## src/rtl/alu_exec_unit.sv

```systemverilog
// EX-stage ALU: decodes {ALUOp, funct7, funct3} and executes add/sub/xor/branch in one
// cycle or an iterative radix-2^MUL_STEP multiply, behind a valid/ready handshake.
module alu_exec_unit #(
    parameter int XLEN     = 32,
    parameter int MUL_STEP = 2
) (
    input  logic            clk,
    input  logic            reset_n,
    input  logic            flush,
    input  logic            in_valid,
    output logic            in_ready,
    input  logic [1:0]      ALUOp,
    input  logic [1:0]      funct7,
    input  logic [2:0]      funct3,
    input  logic [XLEN-1:0] op_a,
    input  logic [XLEN-1:0] op_b,
    output logic            out_valid,
    input  logic            out_ready,
    output logic [XLEN-1:0] result,
    output logic [3:0]      alu_ctrl,
    output logic            zero,
    output logic            br_taken,
    output logic            illegal,
    output logic [1:0]      dbg_state
);
    localparam int K     = XLEN / MUL_STEP;
    localparam int CNT_W = $clog2(K + 1);

    typedef enum logic [1:0] {
        S_IDLE = 2'd0,
        S_MUL  = 2'd1,
        S_DONE = 2'd2
    } state_t;

    state_t state, state_n;

    logic [XLEN-1:0]  mcand, mplier, acc, step_sum;
    logic [CNT_W-1:0] cnt;
    logic             accept;

    logic [XLEN-1:0] dec_result, diff;
    logic [3:0]      dec_ctrl;
    logic            dec_br, dec_illegal, dec_is_mul;

    // Handshake: a request transfers on a rising edge where in_valid & in_ready and no flush;
    // a result transfers on a rising edge where out_valid & out_ready. out_valid holds until then.
    assign in_ready  = (state == S_IDLE);
    assign out_valid = (state == S_DONE);
    assign accept    = in_valid & in_ready & ~flush;
    assign dbg_state = state;
    assign diff      = op_a - op_b;

    always_comb begin
        dec_ctrl    = 4'hF;
        dec_result  = '0;
        dec_br      = 1'b0;
        dec_illegal = 1'b1;
        dec_is_mul  = 1'b0;
        case (ALUOp)
            2'b00, 2'b11: begin
                dec_ctrl = 4'd2; dec_result = op_a + op_b; dec_illegal = 1'b0;
            end
            2'b01: begin
                if (funct3 == 3'd0) begin
                    dec_ctrl = 4'd5; dec_result = diff; dec_illegal = 1'b0;
                    dec_br = (op_a == op_b);
                end else if (funct3 == 3'd5) begin
                    dec_ctrl = 4'd7; dec_result = diff; dec_illegal = 1'b0;
                    dec_br = ($signed(op_a) >= $signed(op_b));
                end
            end
            default: begin
                case ({funct7, funct3})
                    5'b00000: begin dec_ctrl = 4'd2; dec_result = op_a + op_b; dec_illegal = 1'b0; end
                    5'b00100: begin dec_ctrl = 4'd4; dec_result = op_a ^ op_b; dec_illegal = 1'b0; end
                    5'b10000: begin dec_ctrl = 4'd6; dec_result = diff;        dec_illegal = 1'b0; end
                    5'b01000: begin dec_ctrl = 4'd1; dec_is_mul = 1'b1;        dec_illegal = 1'b0; end
                    default: ;
                endcase
            end
        endcase
    end

    // One radix step: add the next MUL_STEP shifted partial products of the multiplier.
    always_comb begin
        step_sum = acc;
        for (int i = 0; i < MUL_STEP; i++) begin
            if (mplier[i]) step_sum = step_sum + (mcand << i);
        end
    end

    always_comb begin
        state_n = state;
        case (state)
            S_IDLE:  if (accept) state_n = dec_is_mul ? S_MUL : S_DONE;
            S_MUL:   if (cnt == CNT_W'(1)) state_n = S_DONE;
            S_DONE:  if (out_ready) state_n = S_IDLE;
            default: state_n = S_IDLE;
        endcase
        if (flush) state_n = S_IDLE;
    end

    always_ff @(posedge clk or negedge reset_n) begin
        if (!reset_n) state <= S_IDLE;
        else          state <= state_n;
    end

    always_ff @(posedge clk or negedge reset_n) begin
        if (!reset_n) begin
            mcand    <= '0;
            mplier   <= '0;
            acc      <= '0;
            cnt      <= '0;
            result   <= '0;
            alu_ctrl <= '0;
            zero     <= 1'b0;
            br_taken <= 1'b0;
            illegal  <= 1'b0;
        end else if (!flush) begin
            if (accept) begin
                if (dec_is_mul) begin
                    mcand  <= op_a;
                    mplier <= op_b;
                    acc    <= '0;
                    cnt    <= CNT_W'(K);
                end else begin
                    result   <= dec_result;
                    alu_ctrl <= dec_ctrl;
                    zero     <= (dec_result == '0);
                    br_taken <= dec_br;
                    illegal  <= dec_illegal;
                end
            end
            if (state == S_MUL) begin
                acc    <= step_sum;
                mcand  <= mcand << MUL_STEP;
                mplier <= mplier >> MUL_STEP;
                cnt    <= cnt - CNT_W'(1);
                if (cnt == CNT_W'(1)) begin
                    result   <= step_sum;
                    alu_ctrl <= 4'd1;
                    zero     <= (step_sum == '0);
                    br_taken <= 1'b0;
                    illegal  <= 1'b0;
                end
            end
        end
    end
endmodule

```

## config.mk

```make
export PLATFORM = sky130hd
export DESIGN_NAME = alu_exec_unit
export DESIGN_NICKNAME = d
export VERILOG_FILES = /design/src/rtl/alu_exec_unit.sv
export SDC_FILE = /design/constraint.sdc
export NUM_CORES = 1
export LEC_CHECK = 0
export CAP_MARGIN = 5
export CORE_UTILIZATION = 40
export DETAILED_ROUTE_END_ITERATION = 6
export DONT_BUFFER_PORTS = 1
export SYNTH_ARGS = -nofsm -noshare
export SYNTH_HDL_FRONTEND = slang
export SYNTH_SLANG_ARGS = --single-unit
```

## constraint.sdc

```tcl
create_clock -name clk -period 5.6 [get_ports clk]
set_input_delay 1.12 -clock clk [delete_from_list [all_inputs] [get_ports clk]]
set_output_delay 1.12 -clock clk [all_outputs]
set_load 0.02 [all_outputs]
```

-- After elaboration in Yosys (flattened, before gate mapping)
Cells that the tools add are included.
W data, S select, Z words.
- register bits after elaboration: 142
- bits of input ports: 76
- output and inout port bits: 43
- logic and storage cells: 103
- add/sub/neg operators: 5
- order comparisons: 1
- eq/ne operators: 13
- mux-type cells: 57
- bitwise logic cells: 4
- reduce and logical (&&, ||, !) cells: 13
- operator list (operator ; count):
    $mux W32 ; 17
    $add A32 B32 Y32 ; 3
    $pmux W32 S3 ; 1
    $logic_not A32 Y1 ; 2
    $pmux W32 S2 ; 1
    $eq A32 B32 Y1 ; 1
    $ge A32 B32 Y1 ; 1
    $sub A32 B32 Y32 ; 1
    $xor A32 B32 Y32 ; 1
    $mux W4 ; 6
    $mux W1 ; 20
    $pmux W4 S4 ; 1
    $mux W5 ; 3
    $mux W2 ; 5
    $pmux W4 S2 ; 1
    $ne A3 B2 Y1 const B ; 2
    $pmux W2 S3 ; 1
    $reduce_and A3 Y1 ; 2
    $eq A5 B1 Y1 const B ; 1
    $eq A5 B3 Y1 const B ; 1
    $eq A5 B4 Y1 const B ; 1
    $eq A5 B5 Y1 const B ; 1
    $logic_not A5 Y1 ; 1
    $sub A5 B1 Y5 const B ; 1
    13 further kinds ; 18

-- Depth between registers and ports, before layout
Gate-level depths: netlist of the first run.
- depth after elaboration: 9
- depth in mapped cells: 24
- depth with buffers taken out: 23

-- Worst setup path before layout of the first run
Ideal clock, no wire load.
- path kind: flip-flop to flip-flop
- from: register mcand[0]
- to: register zero
- data arrival time: 4.800 ns
- required time: 5.531 ns
- slack: 0.732 ns
- stages on the path, launching flop included: 22
- buffers on the path: 0
- clock period less this slack: 4.868 ns
- cells stage by stage: dfrtp_1 ha_1 fa_1 a211oi_1 o21ai_1 nor4b_1 or2_1 a31oi_1 xnor2_1 mux2_2 ha_1 and3_1 and2_1 a221o_1 nor2_1 a31oi_1 a221oi_1 xnor2_1 mux2_2 nor4b_1 nand3_1 nand3_1
- longest elaborated chain between the ends: 7
- ends and longest elaborated chain (what ; RTL line ; text):
    from (decl) ; 37 ; logic [XLEN-1:0] mcand, mplier, acc, step_sum;
    from (signal assigned) ; 122 ; mcand <= op_a;
    from (signal assigned) ; 136 ; mcand <= mcand << MUL_STEP;
    $add A32 B32 Y32 ; 88 ; if (mplier[i]) step_sum = step_sum + (mcand << i);
    $mux W32 ; 88 ;
    $add A32 B32 Y32 ; 88 ;
    $mux W32 * ; 88 ;
    $logic_not A32 Y1 * ; 142 ; zero <= (step_sum == '0);
    $mux W1 * ; 139 ; if (cnt == CNT_W'(1)) begin
    $mux W1 * ; 134 ; if (state == S_MUL) begin
    to (signal assigned) ; 129 ; zero <= (dec_result == '0);
    to (signal assigned) ; 142 ;
    to (decl) ; 21 ; output logic zero,
Mark *: on every way between the ends. The rest lies on a longest branch, timed or not.
A chain may end at the register's enable or synchronous reset.

-- Worst setup path after layout of the first run
Same ends and word-level chain as after synthesis.

==> results.py, run 1 <==
metrics = {
    "grt": {
        "grt_pass1_wl_mm": 89.86,
        "grtUsageTotal_pct": 29.64,
        "antenna_found_initial": 2,
        "overflow": 0,
        "grt_pass1_vias": 15170,
        "grt_max_degree": 143,
    },
    "drt": {
        "drt-initial-drc-count": 1693,
        "drc_errors": 2,
        "drt-vias-per-instance": 6.386,
        "vias": 16140,
        "wirelength_mm": 59.32,
        "drt.antenna.violating_nets": 0,
        "firstDrtPassIters": 7,
        "wl_per_cell_um": 23.47,
    },
    "floorplanning": {
        "ioPinCount": 119,
        "die_area_um2": 39980,
        "die-height_um": 200.0,
        "die_w_um": 200.0,
        "row_count": 72,
        "initial_core_util_pct": 40.56,
        "core_um2": 38650,
    },
    "cells_and_area": {
        "nNetsFinal": 2206,
        "drive_gt1_share_pct": 8.914,
        "syn_to_final_growth_pct": 7.607,
        "stdcell_count": 2527,
        "layout_commonest_cell": "nand2_1",
        "mostFrequentLayoutCells": "274 x nand2_1, 164 x nor2_1, 160 x a21oi_1",
    },
    "power": {
        "power.leakage_nw": 7.551,
        "ir_drop_mv": 0.2571,
        "power_density_nw_per_um2": 213.3,
    },
    "placement": {
        "io_buffer_count": 0,
        "dpl.hpwl_mm": 45.85,
        "gp_congestion": 0.9731,
        "dp.cells": 2494,
    },
    "yosys": {
        "synthArstFlopShare_pct": 100.0,
        "netlist_instances": 2051,
        "synth_seq_area_share_pct": 22.67,
        "avgSynthCellArea_um2": 7.643,
        "synth-main-ff-cell": "dfrtp_1",
        "yosysWarningCount": 0,
        "synth-seq-cells": 142,
        "synth_area_um2": 15680,
        "yosys.cell_types.count": 107,
        "synth_edf_count": 0,
        "synth_nets": 2262,
    },
    "timing": {
        "maxSlewHeadroom_pct": 23.73,
        "tightest_slew_ns": 1.143,
        "finalSetupTns_ns": 0,
        "hold_viol": 0,
        "finClkSkew_ns": 0.01472,
        "period_minus_slack_ns": 5.349,
        "finalMaxSlewViolations": 0,
        "finalCritPeriodShare_pct": 95.51,
        "fmax_mhz": 187.0,
        "setup_viol": 0,
    },
    "clock_tree": {
        "clk_pin_slew_ns": 0.08,
        "clk_latency_ns": 0.48,
        "cts_setup_buffers": 0,
        "htreeDepth": 4,
        "cts_root_buf": "clkbuf_16",
        "hold_buffers": 0,
        "clock_sinks": 142,
        "numCtsBuffers": 17,
        "cts_max_path_buffers": 2,
        "cts_tree": "built",
    },
    "critical_path": {
        "crit_path_max_incr_delay_ns": 0.59,
        "path_max_fanout": 7,
        "critPathKind": "register to register",
        "crit_arrival_ns": 5.76,
        "crit_slowest_cell": "or4_1",
        "required_ns": 6.01,
        "crit_path_cell_trace": "ha_1 -> fa_1 -> a211oi_2 -> o21ai_1 -> nor4b_2 -> or2_1 -> a21oi_2 -> xnor2_1 -> mux2_2 -> ha_2 -> nand4_1 -> or4_1 -> a21oi_1 -> o221ai_1 -> xnor2_1 -> mux2i_1 -> nand3_1 -> nor4_1 -> and4b_1 -> nand3_1 -> nand3_1",
        "cp-end-kind": "register",
        "startpoint_type": "register",
        "cpMostUsedCell": "nand3_1",
    },
    "outcome": {
        "violations": "design-rule violations",
        "run_status": "complete, but fails checks",
    },
    "hold_path": {
        "worst_hold_path_type": "input port to asynchronous set/reset pin",
    },
    "flow_run": {
        "max_cap_viol_count": 0,
    },
}
sequential cells by signal, indices dropped and copies added (netlist names):
signal     cells
acc           32
alu_ctrl       4
br_taken       1
cnt            5
dbg_state      2
illegal        1
mcand         32
mplier        32
result        32
zero           1
cells by family after synthesis:
group | Yosys count | synth area share (%)
AO/OA/AOI/OAI | 747 | 32.77
XOR/XNOR | 56 | 3.129
adder cells (fa/ha/maj) | 135 | 10.97
buffers and inverters | 212 | 5.603
flip-flops | 142 | 22.67
multiplexers | 57 | 3.911
AND/OR/NAND/NOR | 702 | 20.95
layout make-up:
type | instances | area [um^2]
Sequential cell | 142 | 3553
Antenna cell | 1 | 2.502
Clock inverter | 15 | 165.2
Tap cell | 518 | 648.1
Inverter | 90 | 337.8
Multi-Input combinational cell | 1697 | 11380
Timing Repair Buffer | 47 | 352.8
Fill cell | 3899 | 21780
Clock buffer | 17 | 425.4
routing by layer:
| layer | GRT usage [%] | vias up | share of wire, % |
|---|---|---|---|
| met3 | 5.931 | 124 | 8.3 |
| met5 | 0 | - | 0.022 |
| met4 | 11.11 | 2 | 3.7 |
| li1 | - | 7546 | - |
| met2 | 47.17 | 676 | 45 |
| met1 | 39.52 | 7790 | 43 |
power by group:
group / leakage [nW] / internal [W] / switching [W]
Clock: 0.287 / 0.000599 / 0.000597
Combinational: 5.42 / 0.000407 / 0.000666
Sequential: 1.85 / 0.00113 / 0.000198
Total: 7.55 / 0.00214 / 0.00146
worst max-delay path, delay by kind of cell (launching register included):
family                     cells  cell delay (ns)
xor gates and xnor gates       2             0.23
adders and majority gates      3             1.13
DFF                            1             0.42
AOI/OAI and AO/OA              5             0.93
and+or+nand+nor                9             2.03
muxes                          2             0.55
synthesized netlist by cell type (27+ instances only):
| library cell | count | area share (%) |
|---|---|---|
| nand2_1 | 275 | 6.6 |
| nor2_1 | 170 | 4.1 |
| a21oi_1 | 162 | 5.2 |
| dfrtp_1 | 142 | 23 |
| o21ai_0 | 136 | 4.3 |
| ha_1 | 131 | 10 |
| clkbuf_1 | 92 | 2.2 |
| inv_1 | 85 | 2.0 |
| a21o_1 | 48 | 2.3 |
| nand3_1 | 44 | 1.4 |
| a22oi_1 | 43 | 2.1 |
| nor3_1 | 43 | 1.4 |
| o22ai_1 | 37 | 1.5 |
| a211oi_1 | 35 | 1.7 |
| mux2i_1 | 34 | 2.2 |
| xnor2_1 | 33 | 1.8 |
| a31oi_1 | 27 | 1.1 |
per-stage QoR:
stage | power, W | setup slack, ns | cell area [um^2] | hold WS [ns] | utilization [%]
global placement | 0.002375 | 0.1532 | 16170 | 0.4620 | 41.85
CTS | 0.003578 | 0.04881 | 16760 | 0.3243 | 43.38
global route | 0.003752 | -0.02253 | 16860 | 0.3191 | 43.64
floorplan | 0.002085 | 0.7315 | 15680 | 0.4459 | -
detailed placement | 0.002385 | 0.1343 | 16170 | 0.4673 | 41.85
finish | 0.003598 | 0.2513 | 16870 | 0.3227 | 43.64
final timing paths:
check / startpoint / end / slack [ns] / cells after the start
worst max-delay path: mcand[0] / zero / 0.25 / 21
worst min-delay path: reset_n / mplier[17] / 0.32 / 0
worst max register to register: mcand[0] / zero / 0.25 / 21
min in group clk: mcand[31] / mcand[31] / 0.48 / 2
max in group asynchronous: reset_n / result[3] / 4.97 / 0
worst min register to register: mcand[31] / mcand[31] / 0.48 / 2
repair_timing:
| action | CTS | global route |
|---|---|---|
| setup endpoints to repair | 0 | 7 |
| resized for setup | 0 | 20 |
| endpoints found under the hold margin | 0 | 0 |
Power figures use the tool's default switching activity.
==> run 2, diff against run 1 <==
- ABC_CLOCK_PERIOD_IN_PS: unset -> 5600
==> results of run 2 <==
No change in the layout: final DEF, timing and power equal those of run 1.
==> RTL change 1: new RTL, flow settings as in run 2 <==
Set the parameter `MUL_STEP` to 4 (it was 2). Comments in the files are not updated.
--- a/src/rtl/alu_exec_unit.sv
+++ b/src/rtl/alu_exec_unit.sv
@@ -3,5 +3,5 @@
 module alu_exec_unit #(
     parameter int XLEN     = 32,
-    parameter int MUL_STEP = 2
+    parameter int MUL_STEP = 4
 ) (
     input  logic            clk,
Check against the original RTL: no difference found for any inputs over 4 cycles, from zero or initial values and one cycle with reset_n low; that may be too few to reach the edited logic, so the function may still have changed.
==> RTL change 1 against run 2 <==
  * The flow finishes with violations (negative setup slack)
  * Total power up 30%
  * Final area up 59%
  * Sequential cell count down 1
  * Global-route usage up 7.4 points
  * Worst setup slack worse by 2600 ps
  * Non-clock buffer count up 611
  * Via count up 49%
  * Critical path depth up 17
  * Final cell count up 51%
  * Routed wire length up 59%
  * Area after synthesis up 25%
  * Largest cell class unchanged
  * Highest routed layer is now met4
==> RTL change 1: results (changes against run 2) <==
Timing
  – # setup viols final: 49 (was 0)
  – Setup Skew: 17.5 ps (was 14.7 ps)
  – Final Worst Setup Slack: -2390 ps (was 251 ps)

Routing
  – Via count: 24076 (was 16138)
  – WL met3: 7500 um (was 4940 um)
  – Iteration-0 DRC Markers: 2056 (was 1693)
  – M1 wire length: 38900 um (was 25400 um)
  – Final wirelength: 94200 um (was 59300 um)
  – Top Layer Used: met4 (was met5)
  – TritonRoute pass-1 iters: 5 (was 7)

Pwr
  – Leak pwr: 0.0127 uW (was 0.00755 uW)
  – Seq pwr: 1290 uW (was 1330 uW)
  – Psw: 1930 uW (was 1460 uW)
  – Comb pwr share: 45.7% (was 29.8%)

CTS
  – Cts repair resizes: 149 (was 0)
  – Clock latency on the worst-skew pair: 520 ps (was 480 ps)
  – Setup bufs post-CTS: 44 (was 0)

Yosys
  – Net count after synthesis: 2940 (was 2262)
  – Synth Area in Compound Gates: 34.1% (was 32.8%)
  – Post-synthesis mux area share: 3.07% (was 3.91%)
  – Synth Area in XOR/XNOR: 4.68% (was 3.13%)
  – Register area share after synthesis: 18.0% (was 22.7%)

Finish
  – Total inserted antenna cells: 0 (was 1)
  – Layout cells sized above 1: 31.3% (was 8.91%)
  – Final nets: 3458 (was 2206)

Run status
  – Failing checks: negative setup slack (was design-rule violations)
  – Status: finished with violations (unchanged)

GRT
  – M1 GR Usage: 47.1% (was 39.5%)
  – GRT Total Usage: 37.1% (was 29.6%)
  – Met2 Usage GRT: 59.7% (was 47.2%)
  – Initial antenna violation count: 0 (was 2)
  – Largest net degree at the start of global routing: 142 (was 143)
  – GR Layer Usage met3: 6.59% (was 5.93%)
  – First-pass GRT wire length: 140000 um (was 89900 um)

Setup path
  – Delay-heaviest family, CP: compound AO/OA/AOI/OAI gates (was simple AND/OR/NAND/NOR gates)
  – Worst EP arrival: 8410 ps (was 5760 ps)
  – CP max stage delay: 420 ps (was 590 ps)

Placed design
  – Dpl hpwl: 71200 um (was 45800 um)
  – GP Congestion: 1.02 (was 0.973)
  – Pre-CTS setup slack: -2600 ps (was 134 ps)
## RTL change 1: changes by cell type after synthesis, moves of 16 or more
cell	delta
clkbuf_1	+36
a21oi_1	+85
nand3_1	+24
o21ai_0	+24
o21a_1	+22
nand2_1	+98
xor2_1	+18
nor2_1	+21
xnor2_1	+28
ha_1	+62
nor3_1	+16
inv_1	+21
a22oi_1	+25
## RTL change 1: through the flow
| stage | hold WS (ps) | cell area, um^2 | std cells | power, uW | TNS (ps) |
|---|---|---|---|---|---|
| after global placement | 461 | 24500 | 3711 | 3110 | -73560 |
| after CTS | 274 | 26100 | 3784 | 4520 | -71450 |
| after floorplan | 446 | 19900 | 2665 | 2350 | -43190 |
| after detailed placement | 464 | 24500 | 3711 | 3140 | -79420 |
| after global routing | 285 | 26900 | 3811 | 4850 | -90430 |
| final | 302 | 26900 | 3811 | 4660 | -75160 |
## RTL change 1: final cells by class
| type | instances | area share (%) |
|---|---|---|
| multi-input combinational | 2256 | 61.4 |
| timing repair buffer | 658 | 18.9 |
| sequential | 141 | 13.1 |
| tap | 615 | 2.86 |
| clock buffer | 20 | 1.70 |
| inverter | 109 | 1.52 |
| clock inverter | 12 | 0.502 |
## RTL change 1: path summary, 6_finish.rpt
kind	startpoint	endpoint	cells after the start
setup / recovery	mcand[0]$_DFFE_PN0P_	result[31]$_DFFE_PN0N_	38
hold / removal	reset_n	mplier[21]$_DFFE_PN0P_	0
setup reg to reg	mcand[0]$_DFFE_PN0P_	result[31]$_DFFE_PN0N_	38
hold reg to reg	mplier[24]$_DFFE_PN0P_	mplier[24]$_DFFE_PN0P_	2
max in group asynchronous	reset_n	mcand[1]$_DFFE_PN0P_	0
min in group clk	mplier[24]$_DFFE_PN0P_	mplier[24]$_DFFE_PN0P_	2
==> RTL change 2: new RTL, settings of run 2 <==
Made on the original files. Register the output `dbg_state` once more, without a reset; this adds one clock of latency there. The other outputs are not delayed to match.
--- a/src/rtl/alu_exec_unit.sv
+++ b/src/rtl/alu_exec_unit.sv
@@ -48,5 +48,7 @@
     assign out_valid = (state == S_DONE);
     assign accept    = in_valid & in_ready & ~flush;
-    assign dbg_state = state;
+    always_ff @(posedge clk) begin
+        dbg_state <= state;
+    end
     assign diff      = op_a - op_b;
 
Behaviour: not the same (a bounded check fails within 4 cycles, from zero or initial values and one cycle with reset_n low).
==> RTL change 2 against run 2 <==
  * Final area is 1.7% higher
  * Total power is 1.6% higher
  * Worst setup slack worse by 2.2 ps
  * Maximum frequency hardly changed
  * Non-clock buffer count is 83 higher
  * Routed wire length is 1.1% lower
  * Clock skew is 4.1 ps lower
  * Sequential cell count is 2 higher
  * Area after synthesis is 4.1% lower
  * Sequential power hardly changed
  * Critical path type unchanged
==> RTL change 2: results (changes against run 2) <==
Yosys
  – Synth cell types: 92 (was 107)
  – Post-synthesis async set-or-reset flop share: 98.6% (was 100%)
  – Net count after synthesis: 2195 (was 2262)
  – Synth top cells by count: 263 x nand2_1, 189 x a21oi_1, 159 x nor2_1, 145 x o21ai_0, 142 x dfrtp_1 (was 275 x nand2_1, 170 x nor2_1, 162 x a21oi_1, 142 x dfrtp_1, 136 x o21ai_0)
  – Top area cells in the synthesized netlist: dfrtp_1 24%, ha_1 11%, nand2_1 6.6% (was dfrtp_1 23%, ha_1 10%, nand2_1 6.6%)
  – Register area share after synthesis: 23.9% (was 22.7%)

Setup path
  – Max Fanout on Critical Path: 6 (was 7)
  – Worst path slowest cell: dfrtp_1 (was or4_1)
  – Delay-heaviest family, CP: compound AO/OA/AOI/OAI gates (was simple AND/OR/NAND/NOR gates)
  – FF-to-FF path depth: 24 (was 21)
  – CP max stage delay: 390 ps (was 590 ps)
  – Worst EP arrival: 5710 ps (was 5760 ps)

GRT
  – First-pass GRT wire length: 88700 um (was 89900 um)
  – Vias in the first global route: 14984 (was 15167)

Finish
  – FILL cells: 3736 (was 3899)
  – Layout cells sized above 1: 13.3% (was 8.91%)

Timing
  – Setup Skew: 10.6 ps (was 14.7 ps)
  – Worst-Margin Slew: 1020 ps (was 1140 ps)

Routing
  – Residual DRC: 0 (was 2)
  – Via count: 15782 (was 16138)
  – Iteration-0 DRC Markers: 1503 (was 1693)
  – TritonRoute pass-1 iters: 6 (was 7)

Run status
  – Status: completed (was finished with violations)

Pwr
  – Leak pwr: 0.00777 uW (was 0.00755 uW)
  – Switching share of power: 37.3% (was 40.6%)

Placed design
  – GP Congestion: 0.969 (was 0.973)
  – Placed cell area: 16100 um^2 (was 16200 um^2)
  – Dpl hpwl: 44800 um (was 45800 um)

CTS
  – Clock latency on the worst-skew pair: 460 ps (was 480 ps)
RTL change 2: cell type report:
| cell class | count | area share, % |
|---|---|---|
| Timing Repair Buffer | 130 | 5.74 |
| Inverter | 98 | 2.15 |
| Multi-Input combinational cell | 1629 | 64.3 |
| Sequential cell | 144 | 21.0 |
| Clock inverter | 13 | 0.934 |
| Clock buffer | 19 | 2.52 |
| Tap cell | 468 | 3.42 |
RTL change 2: how the worst max path moves through the flow:
| stage | startpoint | end | slack (ps) | cells past startpoint |
|---|---|---|---|---|
| finish | mcand[0]$_DFFE_PN0P_ | zero$_DFFE_PN0N_ | 250 | 24 |
| global route | acc[0]$_DFFE_PN0P_ | zero$_DFFE_PN0N_ | -30 | 24 |
| CTS | mcand[1]$_DFFE_PN0P_ | zero$_DFFE_PN0N_ | 3 | 22 |
| detailed placement | mcand[0]$_DFFE_PN0P_ | zero$_DFFE_PN0N_ | -180 | 24 |
| global placement | mcand[0]$_DFFE_PN0P_ | zero$_DFFE_PN0N_ | -100 | 24 |
| floorplan | mcand[12]$_DFFE_PN0P_ | zero$_DFFE_PN0N_ | 280 | 24 |
RTL change 2: per-layer routing:
| layer | global-route usage (%) | part of all wire [%] |
|---|---|---|
| met2 | 46.1 | 44 |
| met1 | 40.9 | 44 |
| met3 | 7.15 | 8.5 |
| met4 | 12.2 | 3.8 |
| met5 | 0 | 0.031 |
RTL change 2: repair_timing:
| action | in CTS | in global routing |
|---|---|---|
| endpoints found under the setup margin | 4 | 11 |
| setup buffers | 0 | 9 |
| resized for setup | 8 | 61 |
| pin swaps | 0 | 26 |
RTL change 2: logic make-up after synthesis:
kind of cell             synth area share [%]
multiplexers                             2.77
adder cells (fa/ha/maj)                  11.6
XOR/XNOR                                 4.20
AND/OR/NAND/NOR                          20.0
flip-flops                               23.9
buffers and inverters                    5.38
AO/OA/AOI/OAI                            32.2
RTL change 2: power groups by stage:
stage,clock network (uW),registers [uW],logic [uW]
2_1_floorplan,0,1310,755
3_3_place_gp,0,1350,1050
3_5_place_dp,0,1350,1060
4_1_cts,1240,1330,1070
5_1_grt,1270,1340,1210
6_report,1210,1330,1120
RTL change 2: through the flow:
stage	utilization [%]	total power (uW)	instances	worst slack, ps	hold WS [ps]
floorplan	-	2070	1983	281	446
global placement	43.8	2400	2459	-95.3	462
detailed placement	43.8	2410	2459	-176	470
CTS	45.6	3630	2491	3.15	332
global route	46.6	3820	2501	-30.2	328
finish	46.6	3650	2501	249	351
